File: src/rtl/mips_defs.sv
// mips_defs: shared ALU op codes, opcode/funct fields, FSM states and instruction classes
package mips_defs;
    localparam logic [4:0] RA_IDX = 5'd31;
    localparam logic [3:0] ALU_ADDU = 4'b0000;
    localparam logic [3:0] ALU_SUBU = 4'b0001;
    localparam logic [3:0] ALU_AND  = 4'b0010;
    localparam logic [3:0] ALU_OR   = 4'b0011;
    localparam logic [3:0] ALU_XOR  = 4'b0100;
    localparam logic [3:0] ALU_SLL  = 4'b0101;
    localparam logic [3:0] ALU_SRL  = 4'b0110;
    localparam logic [3:0] ALU_SRA  = 4'b0111;
    localparam logic [3:0] ALU_SGTU = 4'b1000;
    localparam logic [3:0] ALU_SGT  = 4'b1001;
    localparam logic [5:0] OP_R   = 6'b000000;
    localparam logic [5:0] OP_ORI = 6'b001101;
    localparam logic [5:0] OP_LUI = 6'b001111;
    localparam logic [5:0] OP_LW  = 6'b100011;
    localparam logic [5:0] OP_SW  = 6'b101011;
    localparam logic [5:0] OP_BEQ = 6'b000100;
    localparam logic [5:0] OP_J   = 6'b000010;
    localparam logic [5:0] OP_JAL = 6'b000011;
    localparam logic [5:0] FN_ADDU = 6'b100001;
    localparam logic [5:0] FN_SUBU = 6'b100011;
    localparam logic [5:0] FN_AND  = 6'b100100;
    localparam logic [5:0] FN_OR   = 6'b100101;
    localparam logic [5:0] FN_XOR  = 6'b100110;
    localparam logic [5:0] FN_SLL  = 6'b000000;
    localparam logic [5:0] FN_SRL  = 6'b000010;
    localparam logic [5:0] FN_SRA  = 6'b000011;
    localparam logic [5:0] FN_JR   = 6'b001000;
    typedef enum logic [2:0] {
        S_FETCH  = 3'd0,
        S_DECODE = 3'd1,
        S_EXEC   = 3'd2,
        S_MEM    = 3'd3,
        S_WB     = 3'd4
    } state_t;
    localparam logic [3:0] C_ILL   = 4'd0;
    localparam logic [3:0] C_RALU  = 4'd1;
    localparam logic [3:0] C_SHIFT = 4'd2;
    localparam logic [3:0] C_ORI   = 4'd3;
    localparam logic [3:0] C_LUI   = 4'd4;
    localparam logic [3:0] C_LW    = 4'd5;
    localparam logic [3:0] C_SW    = 4'd6;
    localparam logic [3:0] C_BEQ   = 4'd7;
    localparam logic [3:0] C_J     = 4'd8;
    localparam logic [3:0] C_JAL   = 4'd9;
    localparam logic [3:0] C_JR    = 4'd10;
endpackage

File: src/rtl/instr_class_dec.sv
// instr_class_dec: combinational opcode/funct -> instruction class and ALU op decoder
//   op     in  opcode field instr[31:26]
//   funct  in  funct field instr[5:0]
//   cls    out instruction class (C_* codes)
//   alu_op out ALU operation for the class (ADDU for classes that do not use the ALU)
module instr_class_dec
    import mips_defs::*;
(
    input  logic [5:0] op,
    input  logic [5:0] funct,
    output logic [3:0] cls,
    output logic [3:0] alu_op
);
    always_comb begin
        cls = C_ILL;
        alu_op = ALU_ADDU;
        case (op)
            OP_R: begin
                case (funct)
                    FN_ADDU: begin cls = C_RALU;  alu_op = ALU_ADDU; end
                    FN_SUBU: begin cls = C_RALU;  alu_op = ALU_SUBU; end
                    FN_AND:  begin cls = C_RALU;  alu_op = ALU_AND;  end
                    FN_OR:   begin cls = C_RALU;  alu_op = ALU_OR;   end
                    FN_XOR:  begin cls = C_RALU;  alu_op = ALU_XOR;  end
                    FN_SLL:  begin cls = C_SHIFT; alu_op = ALU_SLL;  end
                    FN_SRL:  begin cls = C_SHIFT; alu_op = ALU_SRL;  end
                    FN_SRA:  begin cls = C_SHIFT; alu_op = ALU_SRA;  end
                    FN_JR:   cls = C_JR;
                    default: cls = C_ILL;
                endcase
            end
            OP_ORI: begin cls = C_ORI; alu_op = ALU_OR; end
            OP_LUI: cls = C_LUI;
            OP_LW:  cls = C_LW;
            OP_SW:  cls = C_SW;
            OP_BEQ: begin cls = C_BEQ; alu_op = ALU_SUBU; end
            OP_J:   cls = C_J;
            OP_JAL: cls = C_JAL;
            default: cls = C_ILL;
        endcase
    end
endmodule

File: src/rtl/mc_ctrl.sv
// mc_ctrl: multi-cycle FETCH/DECODE/EXEC/MEM/WB control FSM for the MIPS datapath
//   clk, reset (async, active-high)   instr: IR contents   zero: ALU result == 0
//   pc_we/pc_src, ir_we, reg_we/reg_dst/wd_sel, alu_src_a/alu_src_b/ext_op/alu_op,
//   mem_we: datapath controls   illegal: DECODE pulse on bad encoding   state: debug
module mc_ctrl
    import mips_defs::*;
(
    input  logic        clk,
    input  logic        reset,
    input  logic [31:0] instr,
    input  logic        zero,
    output logic        pc_we,
    output logic [1:0]  pc_src,
    output logic        ir_we,
    output logic        reg_we,
    output logic [1:0]  reg_dst,
    output logic [1:0]  wd_sel,
    output logic        alu_src_a,
    output logic        alu_src_b,
    output logic [1:0]  ext_op,
    output logic [3:0]  alu_op,
    output logic        mem_we,
    output logic        illegal,
    output logic [2:0]  state
);
    state_t st, nxt;
    logic [3:0] cls, dec_op;
    logic is_jump, is_rr, is_mem, unused_bits;
    instr_class_dec u_dec (
        .op(instr[31:26]),
        .funct(instr[5:0]),
        .cls(cls),
        .alu_op(dec_op)
    );
    assign unused_bits = ^instr[25:6];
    assign is_jump = cls == C_J || cls == C_JAL || cls == C_JR;
    assign is_rr = cls == C_RALU || cls == C_SHIFT;
    assign is_mem = cls == C_LW || cls == C_SW;
    assign state = st;
    always_ff @(posedge clk or posedge reset) begin
        if (reset) st <= S_FETCH;
        else st <= nxt;
    end
    always_comb begin
        nxt = S_FETCH;
        pc_we = 1'b0;
        pc_src = 2'd0;
        ir_we = 1'b0;
        reg_we = 1'b0;
        reg_dst = 2'd0;
        wd_sel = 2'd0;
        alu_src_a = 1'b0;
        alu_src_b = 1'b0;
        ext_op = 2'd0;
        alu_op = ALU_ADDU;
        mem_we = 1'b0;
        illegal = 1'b0;
        case (st)
            S_FETCH: begin
                ir_we = 1'b1;
                pc_we = 1'b1;
                nxt = S_DECODE;
            end
            S_DECODE: begin
                nxt = (is_jump || cls == C_ILL) ? S_FETCH : S_EXEC;
                pc_we = is_jump;
                pc_src = cls == C_JR ? 2'd3 : is_jump ? 2'd2 : 2'd0;
                reg_we = cls == C_JAL;
                reg_dst = cls == C_JAL ? 2'd2 : 2'd0;
                wd_sel = cls == C_JAL ? 2'd2 : 2'd0;
                illegal = cls == C_ILL;
            end
            S_EXEC: begin
                pc_we = cls == C_BEQ && zero;
                pc_src = pc_we ? 2'd1 : 2'd0;
                nxt = is_mem ? S_MEM : (is_rr || cls == C_ORI || cls == C_LUI) ? S_WB : S_FETCH;
            end
            S_MEM: begin
                mem_we = cls == C_SW;
                nxt = cls == C_LW ? S_WB : S_FETCH;
            end
            S_WB: begin
                reg_we = 1'b1;
                reg_dst = is_rr ? 2'd1 : 2'd0;
                wd_sel = cls == C_LW ? 2'd1 : 2'd0;
            end
            default: nxt = S_FETCH;
        endcase
        // ALU controls stay valid through MEM/WB so the unregistered ALU result survives
        if (st == S_EXEC || st == S_MEM || st == S_WB) begin
            alu_op = dec_op;
            alu_src_a = cls == C_SHIFT || cls == C_LUI;
            alu_src_b = cls == C_ORI || cls == C_LUI || is_mem;
            ext_op = cls == C_LUI ? 2'd2 : is_mem ? 2'd1 : 2'd0;
        end
        if (reset) begin
            pc_we = 1'b0;
            pc_src = 2'd0;
            ir_we = 1'b0;
            reg_we = 1'b0;
            reg_dst = 2'd0;
            wd_sel = 2'd0;
            alu_src_a = 1'b0;
            alu_src_b = 1'b0;
            ext_op = 2'd0;
            alu_op = ALU_ADDU;
            mem_we = 1'b0;
            illegal = 1'b0;
        end
    end
endmodule

File: config.mk
export PLATFORM = sky130hd
export DESIGN_NAME = mc_ctrl
export DESIGN_NICKNAME = d
export VERILOG_FILES = /design/src/rtl/mips_defs.sv /design/src/rtl/instr_class_dec.sv /design/src/rtl/mc_ctrl.sv
export SDC_FILE = /design/constraint.sdc
export NUM_CORES = 1
export LEC_CHECK = 0
export ABC_AREA = 1
export BUFFER_PORTS_ARGS = -buffer_cell sky130_fd_sc_hd__buf_2
export CAP_MARGIN = 20
export CORE_MARGIN = 1
export CORE_UTILIZATION = 35
export CTS_CLUSTER_SIZE = 25
export DETAILED_ROUTE_END_ITERATION = 7
export PLACE_DENSITY_LB_ADDON = 0.25
export SLEW_MARGIN = 10
export SYNTH_ARGS = -nofsm -noshare
export SYNTH_HDL_FRONTEND = slang
export SYNTH_SLANG_ARGS = --single-unit
File: constraint.sdc
create_clock -name clk -period 1.57 [get_ports clk]
set_input_delay 0.314 -clock clk [delete_from_list [all_inputs] [get_ports clk]]
set_output_delay 0.314 -clock clk [all_outputs]
set_load 0.05 [all_outputs]
==> qor.yml, run 1 <==
logic_synthesis:
  ys_seq_elements: 3
  syn-num-nets: 167
  ys_seq_area_frac: 0.1071
  synth-compound-area-share: 0.09464
  synth_xor_area_frac: 0
  yosys.area_share.simple: 0.6518
  synth_fa_ha_area_frac: 0
  syn_inst: 132
  synth_warnings: 0
  syn_avg_cell_area_sq_um: 5.308
  synthMuxAreaShare: 0
  synth_top_family_by_area: "simple AND/OR/NAND/NOR gates"
  syn_area_sq_um: 700.7
  synth.distinct_cells: 24
timing:
  grt_setup_unrepaired: "yes"
  setup_ws_ns: -0.4973
  max_freq_ghz: 0.4837
  setup_viol: 18
  skew_ns: 0.01027
  hold_viol_final: 0
  fin_crit_ns: 2.067
  finalCritPeriodShare: 1.317
  report.final.slew_viol_count: 0
critical_path:
  arrival_ns: 1.75
  critical_path.max_fanout: 4
  path_class: "register to output pin"
  r2r-start: "state[1]"
  rrSetupSlack_ns: 0.06
  r2r-end: "state[1]"
  end_kind: "output pin"
  required_ns: 1.26
  start_kind: "register"
  r2r_cells: 7
clock_network:
  cts_tree: "yes"
  clk_pin_slew_ns: 0.06
  clkLatencyLatePin_ns: 0.26
  cts_max_path_buffers: 2
  hold_buffers: 0
  cts_max_level: 1
  cts.sinks: 3
  numCtsBuffers: 3
  clockRootBuffer: "clkbuf_4"
power:
  ir_worst_vdd_uv: 622.1
  power_frac_seq: 0.121
  p_leak_nw: 0.9340
  p_per_area_mw_per_mm2: 741.2
  fin_total_pwr_mw: 1.273
  clockPowerShare: 0.133
  internal_power_mw: 0.5726
  swShare: 0.5504
  switchingPower_mw: 0.7008
  combinationalPowerShare: 0.746
global_route:
  antenna_found_initial: 0
  grt_max_degree: 7
  grt_pass1_wl_mm: 6.072
  grt_overflow: 0
  grtUsageTotal: 0.3956
  grt_pass1_vias: 1345
floorplan:
  die_h_microns: 46.74
  rows: 15
  die_area_sq_mm: 0.002185
  start_util: 0.3889
  coreArea_sq_mm: 0.001802
  boundaryPins: 57
  die_w_microns: 46.74
final_layout:
  diodes: 0
  final_common_cell: "buf_4"
  largest_reg_flops: 3
  final_layout_size_suffix_gt1_frac: 0.7109
  layout.cells.non_filler: 236
  multiInputGateArea_sq_um: 827.0
  regArea_sq_um: 78.83
  final_cell_area_sq_mm: 0.001718
  final_nets: 247
  syn_to_final_growth_pct: 145.2
  fillers: 49
  mostFrequentLayoutCells: "buf_4 (36), nand2_1 (23), buf_6 (21), buf_2 (14), inv_1 (13)"
route:
  routed_wl_mm: 5.022
  drc: 0
  dr.first_iter.drc_count: 144
  first_pass_iters: 5
  routedWlPerCell_microns: 21.28
  viasPerCell: 6.110
  postRouteAntennaNets: 0
  vias: 1442
run_status:
  outcome: "complete, but fails checks"
  violations: "setup timing"
placed_design:
  io_buffer_count: 35
  dpl_cell_area_sq_mm: 0.001294
  routabilityCongestion: 0.8680
  place_inst: 224
  dp_hpwl_mm: 2.152
min_path:
  min_path_type: "input pin to async pin"
run:
  maxCapViolations: 0
[metrics by stage]
stage | utilization | worst slack [ns] | setup TNS, ns | hold slack (ns)
global placement | 0.7181 | -0.3528 | -3.465 | 0.4751
global route | 0.9535 | -0.6066 | -7.258 | 0.3818
CTS | 0.8785 | -0.3076 | -4.127 | 0.2614
floorplan | - | -0.3969 | -3.012 | 0.1391
finish | 0.9535 | -0.4973 | -6.324 | 0.3797
detailed placement | 0.7181 | -0.3924 | -4.017 | 0.4847
[area by class of cell]
class                           count  area share
Clock buffer                        4     0.01529
Inverter                           22     0.05535
Multi-Input combinational cell    105      0.4814
Sequential cell                     3     0.04588
Tap cell                           25     0.01821
Timing Repair Buffer               77      0.3838
[cell usage after synthesis]
cell	n	share of area
o21ai_0	2	0.014
inv_2	1	0.0054
a21oi_2	1	0.013
nor2_8	1	0.029
nand4_1	3	0.027
buf_4	2	0.021
nor3_1	3	0.021
nand3_1	17	0.12
conb_1	1	0.0054
o21bai_1	1	0.011
nor3_2	2	0.029
inv_1	20	0.11
o21ai_2	1	0.013
a21oi_1	5	0.036
nand2_4	2	0.032
nor2_4	2	0.032
clkinv_2	1	0.0071
dfrtp_1	3	0.11
nand2_1	36	0.19
nand3_2	1	0.014
a31oi_1	1	0.0089
nor2_1	22	0.12
nand2_2	2	0.018
nor4_1	2	0.018
[cell families after synthesis]
family / Yosys count
DFF: 3
other: 1
buffers and inverters: 24
AOI/OAI and AO/OA: 11
and+or+nand+nor: 93
[repair_timing]
action,CTS,global route
gates resized for setup,65,37
endpoints found under the setup margin,18,18
buffers inserted,7,2
pin swaps,11,20
gates cloned,0,0
[critical path, cell delays in order (launching register included)]
cell	delay [ns]
dfrtp_2	0.48
nor3_4	0.37
nand3_4	0.15
clkinv_2	0.10
nand3_2	0.12
o21ai_4	0.10
buf_6	0.18
[power by group through the flow]
| stage | combinational, mW | sequential, mW | clock (mW) |
|---|---|---|---|
| finish | 0.950 | 0.154 | 0.170 |
| global route | 0.989 | 0.154 | 0.168 |
| CTS | 0.782 | 0.139 | 0.141 |
| detailed placement | 0.598 | 0.132 | 0 |
| global placement | 0.581 | 0.131 | 0 |
| floorplan | 0.316 | 0.187 | 0 |
[worst max-delay path by stage]
stage,cells after the start,start,endpoint,slack [ns]
2_1_floorplan,5,state[1],alu_op[2],-0.40
3_3_place_gp,11,instr[30],pc_src[0],-0.35
3_5_place_dp,11,instr[30],pc_we,-0.39
4_1_cts,6,state[1],alu_op[2],-0.31
5_1_grt,10,instr[30],pc_src[0],-0.61
6_report,6,state[1],pc_src[0],-0.50
[layer usage]
metal  routed length [microns]  vias to the layer above  GRT usage
met2                      2327                      144     0.7250
li1                          -                      583          -
met5                         0                        -          0
met1                      1567                      644     0.4101
met3                       587                       71     0.1115
met4                       539                        0     0.1943
Note: power is estimated with default switching activity, not from simulation.
==> run 2: changes to the inputs <==
--- a/config.mk
+++ b/config.mk
@@ -9,7 +9,7 @@
 export BUFFER_PORTS_ARGS = -buffer_cell sky130_fd_sc_hd__buf_2
 export CAP_MARGIN = 20
 export CORE_MARGIN = 1
-export CORE_UTILIZATION = 35
+export CORE_UTILIZATION = 41
 export CTS_CLUSTER_SIZE = 25
 export DETAILED_ROUTE_END_ITERATION = 7
 export PLACE_DENSITY_LB_ADDON = 0.25
==> constraint.sdc (replaced) <==
create_clock -name clk -period 2.4 [get_ports clk]
set_input_delay 0.48 -clock clk [delete_from_list [all_inputs] [get_ports clk]]
set_output_delay 0.48 -clock clk [all_outputs]
set_load 0.05 [all_outputs]
==> run 2 against run 1 <==
The run ends with DRC left. Clock skew decreased by 0.0054 ns. Register-to-register slack improved by 1.2 ns. Non-clock buffer count is 40 lower. Critical path type is now input pin to output pin. First-iteration DRC count decreased by 76%. Combinational power fell by 71%. Critical path depth up 5. Cell area is 45% lower. Die area fell by 14%.
==> qor.yml, run 2 (synthesized netlist as in run 1, its figures left out) <==
final_layout:
  diodes: 0
  utilization: 0.6091
  syn_to_final_growth_pct: 35.54
  largest_reg_flops: 3
  final_common_cell: "nand2_1"
  final_nets: 207
  final_layout_size_suffix_gt1_frac: 0.3392
  mostFrequentLayoutCells: "nand2_1 (36), buf_2 (34), nor2_1 (22), inv_1 (20), nand3_1 (17)"
  layout.cells.non_filler: 187
  fillers: 157
power:
  ir_worst_vdd_uv: 248.8
  p_per_area_mw_per_mm2: 469.2
  fin_total_pwr_mw: 0.4456
  p_leak_nw: 0.6191
placed_design:
  place_inst: 183
  routabilityCongestion: 0.8959
  io_buffer_count: 35
  dp_hpwl_mm: 1.607
critical_path:
  required_ns: 1.92
  path_class: "input pin to output pin"
  end_kind: "output pin"
  cp_common_cell: "nand2_4"
  crit_chain: "buf_2 > nor2_1 > nand2_2 > nor2_8 > nand2_4 > nand2_4 > nand3_2 > clkinv_2 > nand3_1 > o21ai_2 > clkbuf_4"
  path_buf_inv: 3
  critical_path.max_fanout: 6
  start_kind: "input pin"
  crit_family: "simple AND/OR/NAND/NOR gates"
  path_depth: 11
  r2r_cells: 5
  cpMaxStageDelayCell: "clkbuf_4"
  arrival_ns: 1.79
  max_stage_delay_ns: 0.24
floorplan:
  rows: 14
  start_util: 0.4494
  die_h_microns: 43.34
  die_w_microns: 43.34
  coreArea_sq_mm: 0.001559
  die_area_sq_mm: 0.001878
  boundaryPins: 57
clock_network:
  clkLatencyLatePin_ns: 0.24
  cts.sinks: 3
  numCtsBuffers: 3
  cts_max_level: 1
  clockRootBuffer: "clkbuf_4"
  cts_max_path_buffers: 2
  cts_tree: "yes"
  clk_pin_slew_ns: 0.04
min_path:
  min_path_type: "input pin to async pin"
run_status:
  violations: "DRC"
  outcome: "complete, but fails checks"
route:
  drc: 2
  first_pass_iters: 6
  dr.first_iter.drc_count: 34
  viasPerCell: 5.176
  postRouteAntennaNets: 0
  routedWlPerCell_microns: 10.01
  routed_wl_mm: 1.872
  vias: 968
global_route:
  grt_overflow: 0
  grt_pass1_wl_mm: 3.229
  grt_pass1_vias: 776
  grtUsageTotal: 0.2163
  antenna_found_initial: 0
  grt_max_degree: 9
timing:
  fin_crit_ns: 2.269
  report.final.slew_viol_count: 0
  setup_viol: 0
  hold-worst-slack_ns: 0.2479
  skew_ns: 0.004838
  finalCritPeriodShare: 0.9455
  max_freq_ghz: 0.4407
  hold_viol_final: 0
  grt_setup_unrepaired: "no"
run:
  maxCapViolations: 0
-- run 2: cell types whose count changed in the layout (fill, tap and decap cells not counted), sizes merged --
cell,previous run,this run
inv,20,21
buf,76,36
clkinvlp,1,0
-- run 2: worst register-to-register path: cells and delay by family, from the launching register on --
family	cells	cell delay, ns
simple gates	4	0.58
flops	1	0.42
buf+inv	1	0.08
-- run 2: layer usage --
metal / wire [microns] / part of all wire / track usage / vias to the layer above
met2: 932 / 0.50 / 0.3455 / 38
met1: 814 / 0.43 / 0.3146 / 426
met3: 102 / 0.054 / 0.01667 / 7
li1: - / - / - / 497
met4: 23 / 0.012 / 0.05625 / 0
met5: 0 / 0 / 0 / -
-- run 2: metrics by stage --
step                area, sq um  setup slack [ns]  TNS (ns)
floorplan                 725.7           -0.1474   -0.3960
finish                    949.7            0.1309         0
detailed placement        920.9           0.09467         0
global placement          920.9            0.1404         0
CTS                       947.2           0.09163         0
global route              949.7           0.01025         0
-- run 2: path summary, 6_finish.rpt --
check                                  to  slack, ns      start
worst max-delay path            pc_src[0]       0.13  instr[27]
worst min-delay path             state[2]       0.25      reset
worst max register to register   state[1]       1.25   state[2]
worst min register to register   state[2]       0.61   state[0]
max in group asynchronous        state[0]       1.90      reset
min in group clk                 state[2]       0.61   state[0]
-- run 2: final cells by class --
type                            instances  area [sq um]  share of cell area
Inverter                               22         83.83             0.08827
Timing Repair Buffer                   37         192.7              0.2029
Tap cell                               16         20.02             0.02108
Sequential cell                         3         76.32             0.08037
Clock buffer                            4         26.28             0.02767
Multi-Input combinational cell        105         550.5              0.5797
-- run 2: timing repair --
action / in CTS / in global routing
setup endpoints to repair: 0 / 1
setup buffers: 0 / 0
gates resized for setup: 0 / 1
hold buffers: 0 / 0
-- run 2: report_power, final --
group / switching [mW] / internal (mW) / leakage, nW
clock: 0.0323 / 0.0627 / 0.0150
sequential: 0.0116 / 0.0638 / 0.0384
combinational: 0.211 / 0.0637 / 0.566
total: 0.255 / 0.190 / 0.619
